### src/rtl/branch_predictor.sv
// branch_predictor: bimodal direction predictor with a 2-bit saturating counter
// table, one-cycle registered prediction, and saturating commit statistics.
`default_nettype none

module branch_predictor #(
  parameter int INDEX_W = 7,
  parameter int CNT_W   = 32
) (
  input  logic               clk,
  input  logic               rst,
  input  logic               rdy,
  input  logic               clear,
  input  logic               q_en,
  input  logic [INDEX_W-1:0] q_PC,
  output logic               q_valid,
  output logic               q_taken,
  input  logic               upd_en,
  input  logic [INDEX_W-1:0] upd_PC,
  input  logic               upd_taken,
  input  logic               upd_mispredict,
  output logic [CNT_W-1:0]   stat_branches,
  output logic [CNT_W-1:0]   stat_mispredicts
);

  localparam int DEPTH = 1 << INDEX_W;

  logic [1:0]       r_table [DEPTH];
  logic             r_q_valid;
  logic             r_q_taken;
  logic [CNT_W-1:0] r_branches;
  logic [CNT_W-1:0] r_mispredicts;

  logic [1:0] w_upd_cur;
  logic [1:0] w_upd_next;
  logic [1:0] w_q_cnt;
  logic       w_bypass;

  always_comb begin
    w_upd_cur  = r_table[upd_PC];
    w_upd_next = w_upd_cur;
    if (upd_taken) begin
      if (w_upd_cur != 2'd3) w_upd_next = w_upd_cur + 2'd1;
    end else begin
      if (w_upd_cur != 2'd0) w_upd_next = w_upd_cur - 2'd1;
    end
  end

  // A same-cycle update to the queried entry is forwarded so the query
  // sees the counter as it will be after this edge.
  always_comb begin
    w_bypass = upd_en && (q_PC == upd_PC);
    w_q_cnt  = w_bypass ? w_upd_next : r_table[q_PC];
  end

  always_ff @(posedge clk or negedge rst) begin
    if (!rst) begin
      for (int i = 0; i < DEPTH; i++) r_table[i] <= 2'd1;
    end else if (rdy && upd_en) begin
      r_table[upd_PC] <= w_upd_next;
    end
  end

  always_ff @(posedge clk or negedge rst) begin
    if (!rst) begin
      r_q_valid     <= 1'b0;
      r_q_taken     <= 1'b0;
      r_branches    <= '0;
      r_mispredicts <= '0;
    end else if (rdy) begin
      r_q_valid <= q_en && !clear;
      if (q_en && !clear) r_q_taken <= w_q_cnt[1];
      if (upd_en) begin
        if (!(&r_branches)) r_branches <= r_branches + CNT_W'(1);
        if (upd_mispredict && !(&r_mispredicts))
          r_mispredicts <= r_mispredicts + CNT_W'(1);
      end
    end
  end

  assign q_valid          = r_q_valid;
  assign q_taken          = r_q_taken;
  assign stat_branches    = r_branches;
  assign stat_mispredicts = r_mispredicts;

endmodule

`default_nettype wire

### config.mk
export PLATFORM = sky130hd
export DESIGN_NAME = branch_predictor
export DESIGN_NICKNAME = d
export VERILOG_FILES = /design/src/rtl/branch_predictor.sv
export SDC_FILE = /design/constraint.sdc
export NUM_CORES = 1
export LEC_CHECK = 0
export CORE_ASPECT_RATIO = 1.4
export CORE_UTILIZATION = 35
export DETAILED_ROUTE_END_ITERATION = 16
export SLEW_MARGIN = 15
export SYNTH_ARGS = -nofsm -noshare
export SYNTH_HDL_FRONTEND = slang
export SYNTH_SLANG_ARGS = --single-unit
### constraint.sdc
create_clock -name clk -period 3.1 [get_ports clk]
set_input_delay 0.465 -clock clk [delete_from_list [all_inputs] [get_ports clk]]
set_output_delay 0.465 -clock clk [all_outputs]
set_load 0.02 [all_outputs]
Yosys cells after proc, flatten, opt, wreduce, memory -nomap -nowiden
Index checks and enable logic that the tools add are counted.

Flip-flop bits (word level): 322. Input bits: 22. Output and inout bits: 66. Logic and storage cells: 170.

Eq/ne operators: 2. Mux-type cells: 13. Bitwise logic cells: 3. $lt $le $gt $ge: 3. $add $sub $neg: 4. Reduce and logical (&&, ||, !) cells: 13.

Operator list (number): $bwmux 256 (1); $add 32x1->32 const B (2); $reduce_and 32->1 (2); $bmux 2 s7 (2); $mux 2 (9); $ge 8x8->1 const B (2); $not 7->8 (2); $demux 2 s7 (1); $lt 8x1->1 const B (1); $eq 7x7->1 (1); $reduce_and 3->1 (2); $logic_and 1x1->1 (5); $add 2x1->2 const B (1); $logic_not 1->1 (2); $ne 2x2->1 const B (1); $reduce_and 2->1 (1); $reduce_bool 2->1 (1); $sub 2x1->2 const B (1); $not 1->1 (1).

Depth between registers and ports, before layout
Word-level depth: 8. Gate-level depth with buffers: 14.

Least setup slack after synthesis
Ideal clock, no wire load.

Path kind: input to register. From: input port upd_PC[2]. To: register r_table[165] in the netlist's numbering. Stages: 12. Data arrival time: 2.758 ns. Required time: 2.975 ns. Path buffers: 5. Path slack: 0.217 ns. Cell sequence: buf_2 -> buf_2 -> buf_2 -> mux2_1 -> a22oi_1 -> a22oi_1 -> nor3_1 -> nor4_2 -> maj3_2 -> buf_4 -> buf_6 -> mux2_2.

Longest elaborated chain between the ends: 8.

RTL lines: from (decl) (RTL line 18) `input logic [INDEX_W-1:0] upd_PC,`; $not 7->8 (implied by the code) (*) (RTL line 39, 59); $bmux 2 s7 (RTL line 39) `w_upd_cur = r_table[upd_PC];`; $mux 2 (implied by the code) (2 in a row) (RTL line 39); $sub 2x1->2, or another cell as far along (RTL line 44) `if (w_upd_cur != 2'd0) w_upd_next = w_upd_cur - 2'd1;`; $mux 2, on equally long branches (RTL line 44, 42); $mux 2 (RTL line 41) `if (upd_taken) begin`; $bwmux 256 (*) (RTL line 59) `r_table[upd_PC] <= w_upd_next;`; to (signal, indexed assignment) (RTL line 59); to (decl) (RTL line 27) `logic [1:0] r_table [DEPTH];`.

Mark *: on every way between the ends. The rest lies on a longest branch, timed or not. The select of a mux whose other input is x is not followed. A chain may end at the register's enable or synchronous reset.

Final worst setup path
From: input port upd_PC[6]. To: register r_table[201] in the netlist's numbering.

The elaborated chain is that of the path after synthesis.

==> metrics.yaml <==
critical_path:
  critical_path.endpoint: "r_table[201]$_DFFE_PN0P_"
  rrSetupSlack_ns: 0.14
  r2r_cells: 9
  cp_max_fo: 39
  cp-start-kind: "input port"
  cp_data_required_time_ns: 3.58
  rr_startpoint: "r_table[95]$_DFFE_PN0P_"
  crit_start: "upd_PC[6]"
  reg2reg_to: "r_table[201]$_DFFE_PN0P_"
  crit_path_end_kind: "flop"
  crit_arrival_ns: 3.47
  crit_type: "input port to flop"
timing:
  fmax_ghz: 0.335
  worstMarginPinSlew_ns: 0.648
  fin_crit_sh: 0.963
  setup_violations: 0
  whs_ns: 0.422
  tns_ns: 0
  rsz0062_at_grt: "false"
  min_period_ns: 2.99
  slew_violations: 0
  fin_skew_ns: 0.0194
  final_hold_viol_count: 0
  slew_headroom: 0.567
detailed_routing:
  dr.pass1.iters: 5
  wl_per_cell_um: 23.2
  viasPerCell: 5.54
  routed_wl_um: 51900
  drt_iter0_drc: 944
  drc: 0
  vias: 12419
  final_antenna_net_count: 0
clock_network:
  cts_sinks: 322
  worstSkewPairLatency_ns: 0.56
  clk_pin_slew_ns: 0.05
  cts_max_level: 2
  cts_buffers: 36
  cts_tree: "done"
  clockRootBuffer: "clkbuf_16"
  cts_buffer_depth: 3
  post_cts_buffers: 0
floorplanning:
  rows: 95
  die_height_um: 263
  fp.dieArea_sq_um: 49600
  die_w_um: 189
  io_pins: 88
  coreArea_sq_um: 48000
  start_util: 0.355
logic_synthesis:
  yosysTopAreaCell: "dfrtp_1"
  ys.flop_type: "dfrtp_1"
  syn_inst: 1358
  syn-cell-area_sq_um: 17100
  ys_top_cells_by_area: "dfrtp_1 (28%), dfstp_2 (20%), mux2_2 (18%)"
  synth-seq-cells: 322
  synth_fp_nets: 1382
  synth_edf_count: 0
  ys_types: 69
  yosysWarnings: 0
  synth_top_area_frac: 0.285
  synth-async-reset-ratio: 1.00
  yosysMostFrequentCell: "mux2_2"
  ys_seq_area_frac: 0.482
  synthTopCellsByCount: "mux2_2 (274), dfrtp_1 (194), dfstp_2 (128)"
  avgSynthCellArea_sq_um: 12.6
run:
  cap_viol_max_count: 0
finish:
  area_growth_pct: 22.3
  fill_cells: 4474
  final_nets: 1606
  drive_gt1_frac: 0.442
  instances_no_fill: 2241
global_routing:
  overflow: 0
  grt_antenna_before_repair: 0
  grt_pass1_wl_um: 80000
  grt_max_degree: 100
  grt_usage: 0.212
  grt_pass1_vias: 12997
placement:
  dp_hpwl_um: 37400
  place.gp.congestion: 0.951
  portBuffers: 87
  dpl.cell_count: 2173
outcome:
  status: "finished clean"
min_path:
  hold_class: "input port to asynchronous set/reset pin"
power_and_ir_drop:
  power_density_nw_per_um2: 509
  leakage_nw: 8.98
  peakVddDrop_mv: 0.419
## worst min-delay path by stage
stage,from,end,slack (ns),cells past startpoint
2_1_floorplan,rst,q_taken$_DFFE_PN0P_,0.17,0
3_3_place_gp,rst,r_table[209]$_DFFE_PN0P_,0.42,1
3_5_place_dp,rst,r_table[33]$_DFFE_PN0P_,0.42,1
4_1_cts,rst,r_table[211]$_DFFE_PN0P_,0.43,2
5_1_grt,rst,r_table[195]$_DFFE_PN0P_,0.44,2
6_report,rst,r_table[33]$_DFFE_PN0P_,0.42,2
## flip-flops by register name, indices dropped and copies added, names as in the netlist
| signal | count |
|---|---|
| q_valid | 1 |
| r_table | 256 |
| stat_mispredicts | 32 |
| stat_branches | 32 |
| q_taken | 1 |
## through the flow
step	setup slack, ns	total power, mW	cell area, sq um	utilization
finish	0.113	10.6	20900	0.434
global placement	-0.450	6.38	19700	0.410
CTS	0.154	10.7	20900	0.434
global route	0.0160	11.0	20900	0.434
floorplan	0.217	5.68	17100	-
detailed placement	-0.425	6.42	19700	0.410
## critical path, stage by stage
cell,delay (ns)
clkdlybuf4s50_1,0.55
buf_4,0.23
and2_1,0.18
buf_4,0.15
nand2_1,0.10
a211oi_1,0.06
buf_4,0.15
a21oi_1,0.21
nand4_1,0.19
nor4_2,0.39
maj3_4,0.36
buf_12,0.22
mux2_2,0.18
## kinds of logic (layout without fill, tap and decap cells)
group                      Yosys count  after routing  synth area share
adders and majority gates            4              4           0.00279
DFF                                322            322             0.482
buffers and inverters               94            346            0.0401
AOI/OAI and AO/OA                  119            119            0.0529
muxes                              378            378             0.284
xor gates and xnor gates            69             69            0.0354
and+or+nand+nor                    372            372             0.103
other                                0              1                 0
## cells in the final DEF (no fill, tap or decap), types with 12 or more instances in the layout
master / n
mux2_2: 274
dfrtp_1: 194
buf_4: 161
dfstp_2: 128
nand2_1: 114
nor2_1: 112
clkdlybuf4s50_1: 81
mux4_2: 56
xnor2_1: 42
nand3_1: 40
mux2i_1: 38
clkbuf_16: 36
xor2_1: 27
and3_1: 22
a221oi_1: 21
nand4_1: 21
buf_12: 21
a21oi_1: 19
clkbuf_1: 15
o21ai_0: 13
a22oi_1: 12
## per-layer routing
| metal | routed length, um | up-vias | part of all wire | track usage |
|---|---|---|---|---|
| li1 | - | 5428 | - | - |
| met1 | 20700 | 6422 | 0.40 | 0.257 |
| met2 | 25400 | 424 | 0.49 | 0.354 |
| met3 | 2820 | 145 | 0.054 | 0.0377 |
| met4 | 3070 | 0 | 0.059 | 0.115 |
| met5 | 0 | - | 0 | 0 |
## area by class of cell
| class | count | area, sq um | share of cell area |
|---|---|---|---|
| diodes | 1 | 2.50 | 0.000120 |
| clock buffers | 58 | 1050 | 0.0505 |
| clock inverters | 8 | 105 | 0.00504 |
| inverters | 10 | 37.5 | 0.00180 |
| multi-input cells | 942 | 8160 | 0.391 |
| flip-flops and latches | 322 | 8220 | 0.394 |
| well taps | 630 | 788 | 0.0378 |
| repair buffers | 270 | 2500 | 0.120 |
## where the power goes
group	switching [mW]	internal, mW	leakage (nW)
combinational	0.869	0.737	4.43
sequential	0.213	4.54	3.99
clock	1.82	2.44	0.560
## what timing repair did
action | CTS | global route
hold buffers | 1 | 0
resized for setup | 0 | 1
setup endpoints to repair | 0 | 60
endpoints found under the hold margin | 23 | 0
No activity file was read; power rests on OpenSTA's default activity.
